File: src/rtl/mem_port_arbiter.sv
// mem_port_arbiter: shares one memory port between fetch and data.
// Data wins contests until a bounded starvation count forces a fetch.
module mem_port_arbiter #(
  parameter int AW         = 32,
  parameter int DW         = 32,
  parameter int STARVE_MAX = 4
) (
  input  logic          clk,
  input  logic          rst,
  input  logic          if_req_i,
  input  logic [AW-1:0] if_addr_i,
  input  logic          if_flush_i,
  output logic          if_valid_o,
  output logic [DW-1:0] if_rdata_o,
  input  logic          d_req_i,
  input  logic          d_we_i,
  input  logic [DW/8-1:0] d_wmask_i,
  input  logic [AW-1:0] d_addr_i,
  input  logic [DW-1:0] d_wdata_i,
  output logic          d_valid_o,
  output logic [DW-1:0] d_rdata_o,
  output logic          mem_req_o,
  output logic          mem_we_o,
  output logic [DW/8-1:0] mem_wmask_o,
  output logic [AW-1:0] mem_addr_o,
  output logic [DW-1:0] mem_wdata_o,
  input  logic          mem_ready_i,
  input  logic [DW-1:0] mem_rdata_i,
  output logic          busy_o
);

  localparam int SW = $clog2(STARVE_MAX + 1);
  localparam int MW = DW / 8;

  typedef enum logic [1:0] {
    IDLE,
    FETCH,
    DATA
  } state_e;

  state_e         state_q, state_d;
  logic [SW-1:0]  starve_q, starve_d;
  logic           drop_q, drop_d;
  logic           mem_we_q, mem_we_d;
  logic [MW-1:0]  mem_wmask_q, mem_wmask_d;
  logic [AW-1:0]  mem_addr_q, mem_addr_d;
  logic [DW-1:0]  mem_wdata_q, mem_wdata_d;
  logic           if_valid_q, if_valid_d;
  logic           d_valid_q, d_valid_d;
  logic [DW-1:0]  if_rdata_q, if_rdata_d;
  logic [DW-1:0]  d_rdata_q, d_rdata_d;

  // State and datapath registers; reset abandons any transaction.
  always_ff @(posedge clk or negedge rst) begin
    if (!rst) begin
      state_q     <= IDLE;
      starve_q    <= '0;
      drop_q      <= 1'b0;
      mem_we_q    <= 1'b0;
      mem_wmask_q <= '0;
      mem_addr_q  <= '0;
      mem_wdata_q <= '0;
      if_valid_q  <= 1'b0;
      d_valid_q   <= 1'b0;
      if_rdata_q  <= '0;
      d_rdata_q   <= '0;
    end else begin
      state_q     <= state_d;
      starve_q    <= starve_d;
      drop_q      <= drop_d;
      mem_we_q    <= mem_we_d;
      mem_wmask_q <= mem_wmask_d;
      mem_addr_q  <= mem_addr_d;
      mem_wdata_q <= mem_wdata_d;
      if_valid_q  <= if_valid_d;
      d_valid_q   <= d_valid_d;
      if_rdata_q  <= if_rdata_d;
      d_rdata_q   <= d_rdata_d;
    end
  end

  // Grant arbitration, port capture and completion handling.
  always_comb begin
    state_d     = state_q;
    starve_d    = starve_q;
    drop_d      = drop_q;
    mem_we_d    = mem_we_q;
    mem_wmask_d = mem_wmask_q;
    mem_addr_d  = mem_addr_q;
    mem_wdata_d = mem_wdata_q;
    if_valid_d  = 1'b0;
    d_valid_d   = 1'b0;
    if_rdata_d  = if_rdata_q;
    d_rdata_d   = d_rdata_q;
    unique case (state_q)
      IDLE: begin
        if (d_req_i &&
            (!if_req_i || starve_q < SW'(STARVE_MAX))) begin
          state_d     = DATA;
          mem_addr_d  = d_addr_i;
          mem_we_d    = d_we_i;
          mem_wmask_d = d_wmask_i;
          mem_wdata_d = d_wdata_i;
          if (if_req_i) begin
            starve_d = starve_q + 1'b1;
          end
        end else if (if_req_i) begin
          state_d     = FETCH;
          starve_d    = '0;
          drop_d      = 1'b0;
          mem_addr_d  = if_addr_i;
          mem_we_d    = 1'b0;
          mem_wmask_d = '1;
        end
      end
      FETCH: begin
        if (mem_ready_i) begin
          state_d = IDLE;
          drop_d  = 1'b0;
          if (!(drop_q || if_flush_i)) begin
            if_valid_d = 1'b1;
            if_rdata_d = mem_rdata_i;
          end
        end else if (if_flush_i) begin
          drop_d = 1'b1;
        end
      end
      DATA: begin
        if (mem_ready_i) begin
          state_d   = IDLE;
          d_valid_d = 1'b1;
          if (!mem_we_q) begin
            d_rdata_d = mem_rdata_i;
          end
        end
      end
      default: state_d = IDLE;
    endcase
  end

  assign busy_o      = (state_q != IDLE);
  assign mem_req_o   = busy_o;
  assign mem_we_o    = mem_we_q;
  assign mem_wmask_o = mem_wmask_q;
  assign mem_addr_o  = mem_addr_q;
  assign mem_wdata_o = mem_wdata_q;
  assign if_valid_o  = if_valid_q;
  assign if_rdata_o  = if_rdata_q;
  assign d_valid_o   = d_valid_q;
  assign d_rdata_o   = d_rdata_q;

endmodule

File: config.mk
export PLATFORM = sky130hd
export DESIGN_NAME = mem_port_arbiter
export DESIGN_NICKNAME = d
export VERILOG_FILES = /design/src/rtl/mem_port_arbiter.sv
export SDC_FILE = /design/constraint.sdc
export NUM_CORES = 1
export LEC_CHECK = 0
export ABC_AREA = 1
export CAP_MARGIN = 40
export CELL_PAD_IN_SITES_DETAIL_PLACEMENT = 1
export CELL_PAD_IN_SITES_GLOBAL_PLACEMENT = 2
export CORE_MARGIN = 5
export CORE_UTILIZATION = 24
export CTS_CLUSTER_DIAMETER = 40
export DETAILED_ROUTE_END_ITERATION = 16
export GPL_TIMING_DRIVEN = 0
export PLACE_DENSITY_LB_ADDON = 0.1
export REMOVE_ABC_BUFFERS = 1
export SYNTH_ARGS = -nofsm -noshare
export SYNTH_HDL_FRONTEND = slang
export SYNTH_SLANG_ARGS = --single-unit
File: constraint.sdc
create_clock -name clk -period 3.2 [get_ports clk]
set_input_delay 0.64 -clock clk [delete_from_list [all_inputs] [get_ports clk]]
set_output_delay 0.64 -clock clk [all_outputs]
set_load 0.02 [all_outputs]
==> flow_summary_export.csv <==
group,metric,value,unit
floorplan,rows,57,
floorplan,dieHeight,167,um
placement,dpl.hpwl,14.1,mm
timing,min_period,2.63,ns
logic_synthesis,synthSimpleGateAreaFrac,26.6,%
placement,io_buffers,275,
cts,h-tree-depth,4,
setup_path,critPathLaunchType,"register",
cts,cts_resized,0,
placement,post-place-ws,0.278,ns
grt,grt_max_degree,74,
finish,nets,1099,
route,routedWlPerCell,15.4,um
setup_path,r2r_start,"state_q[0]",
cts,clkLatencyLatePin,0.42,ns
pwr,power.density,1000,nW/um^2
finish,drive_gt1_share,6.51,%
setup_path,crit_path_max_fanout,4,
logic_synthesis,synth_fa_ha_area_share,1.06,%
timing,rsz0062_at_grt,"false",
grt,antenna_found_initial,1,
logic_synthesis,synth_compound_area_share,6.02,%
floorplan,dieArea,27800,um^2
min_path,hp-class,"in -> async",
grt,grt-ovfl-total,0,
setup_path,worstPathRequired,2.56,ns
logic_synthesis,avgSynthCellArea,8.56,um^2
logic_synthesis,synth_cells,689,
finish,n_antenna_cell,0,
run,maxCapViolations,0,
finish,area_growth,62.3,%
logic_synthesis,synth.cell_area,5900,um^2
route,top_layer_used,"met5",
route,final_antenna_net_count,0,
cts,clkSlewWorstSetupHoldPaths,0.06,ns
run_status,status,"completed",
floorplan,die_w,167,um
timing,worst_slack,0.569,ns
setup_path,crit_buf_inv,3,
grt,grt_pass1_wl,32.4,mm
cts,cts_buffers,17,
timing,tns,0,ns
setup_path,cpMostUsedCell,"inv_1",
cts,holdBufCountCts,0,
setup_path,cp.depth,4,
cts,clk_path_buf_depth,2,
logic_synthesis,synth_xor_area_share,0,%
cts,cts_tree,"done",
timing,worst_pin_slew,0.703,ns
cts,cts.sinks,141,
logic_synthesis,ys_types,21,
setup_path,cp_cell_sequence,"inv_1 -> ha_1 -> inv_1 -> clkdlybuf4s50_1",
route,wl_met3,1.71,mm
floorplan,initial_core_util,24.3,%
timing,max-slew-margin-rel,53.1,%
placement,place_congestion,0.690,
setup_path,cpLargestDelayFamily,"buffers and inverters",
grt,grt_pass1_vias,5737,
logic_synthesis,ys_ff_latch,141,
setup_path,cp.arrival,1.99,ns
pwr,ir_worst_vdd,0.435,mV
setup_path,max_stage_delay,0.67,ns
route,viasPerCell,4.09,
route,vias,5281,
timing,clock_skew,0.0148,ns
pwr,power.leakage,4.63,nW
logic_synthesis,synthMuxAreaShare,0,%
route,wl_met1,8.91,mm
setup_path,slowest_stage,"clkdlybuf4s50_1",
setup_path,reg2reg_depth,6,
route,dr.pass1.iters,4,
timing,fmax,380,MHz
route,wl_met2,9.00,mm
setup_path,cp-end-kind,"primary output",
timing,slew_violations,0,
logic_synthesis,ys_seq_area_share,59.8,%
finish,fill_cells,2810,
logic_synthesis,synth_top_family_by_area,"simple AND/OR/NAND/NOR gates",
route,drt-total-wl,19.9,mm
timing,setup-violations-final,0,
timing,finalCritPeriodShare,82.2,%
cts,root_buffer,"clkbuf_16",
setup_path,crit_type,"reg -> out",
floorplan,coreArea,24200,um^2
setup_path,startpoint,"state_q[0]",
cts,post-cts-setup-buffers,0,
route,drc,0,
logic_synthesis,ys_warn_count,0,
route,drt_iter0_drc,233,
floorplan,io_pins,276,
timing,hold_violations,0,
grt,track_usage,14.5,%
path summary, 6_finish.rpt:
kind,endpoint,slack (ns)
min,mem_addr_o[1],0.16
max reg2reg,mem_we_o,1.20
max,mem_req_o,0.57
min reg2reg,mem_wdata_o[17],0.47
min in group clk,mem_wdata_o[17],0.47
max in group asynchronous,d_rdata_o[18],2.26
state kept, by name, indices dropped and copies added (netlist names):
name / count
mem_addr_o: 32
mem_wdata_o: 32
d_rdata_o: 32
if_rdata_o: 32
if_valid_o: 1
state_q: 2
starve_q: 3
d_valid_o: 1
mem_wmask_o: 4
drop_q: 1
mem_we_o: 1
report_power, final:
group          total (mW)  internal (mW)  leakage (nW)  switching, mW
Combinational        4.51           2.01          2.58           2.50
Clock                2.02           1.19         0.283          0.827
Sequential           3.05           2.62          1.76          0.432
synthesized netlist by cell type, drive strengths merged:
cell type	instances	area share [%]
nor2	20	1.5
dfrtp	141	60
o22ai	1	0.11
nand4	1	0.11
buf	20	2.8
nand2	370	25
o21ai	69	5.9
nand3	5	0.42
inv	45	3.0
clkbuf	12	0.76
ha	5	1.1
cells in the final DEF, fill, tap and decap left out, types with 2 or more instances in the layout:
cell type and count:
nand2_1 349, clkdlybuf4s50_1 274, dfrtp_1 141, o21ai_0 67
inv_1 42, nand2_2 20, nor2_1 19, clkbuf_16 17
inv_6 5, ha_1 5, nand3_1 4, buf_16 4
clkinv_4 3, clkinvlp_4 3, bufinv_16 2
routing by layer:
layer	up-vias	GRT usage [%]
li1	2631	-
met1	2465	18.9
met2	168	22.6
met3	15	5.95
met4	2	3.77
met5	-	0
per-stage QoR:
stage | hold slack, ns | utilization, % | instances | total power [mW] | instance area (um^2)
global route | 0.213 | 39.5 | 1292 | 10.3 | 9580
global placement | 0.452 | 36.5 | 1256 | 7.60 | 8850
finish | 0.162 | 39.5 | 1292 | 9.57 | 9580
floorplan | 0.344 | - | 657 | 5.18 | 5690
CTS | 0.206 | 39.5 | 1292 | 9.81 | 9580
detailed placement | 0.460 | 37.0 | 1260 | 7.70 | 8980
final cells by class:
type                            count  area (um^2)  share of cell area, %
Multi-Input combinational cell    471         2000                   20.9
Clock inverter                     13          155                   1.62
Sequential cell                   141         3530                   36.8
Tap cell                          324          405                   4.23
Clock buffer                       19          443                   4.63
Inverter                           45          176                   1.84
Timing Repair Buffer              279         2870                   29.9
logic make-up (layout without fill, tap and decap cells):
logic type / after synthesis / after routing
compound gates: 70 / 70
flops: 141 / 141
buf+inv: 77 / 356
simple gates: 396 / 396
fa+ha+maj: 5 / 5
Power figures use the tool's default switching activity.
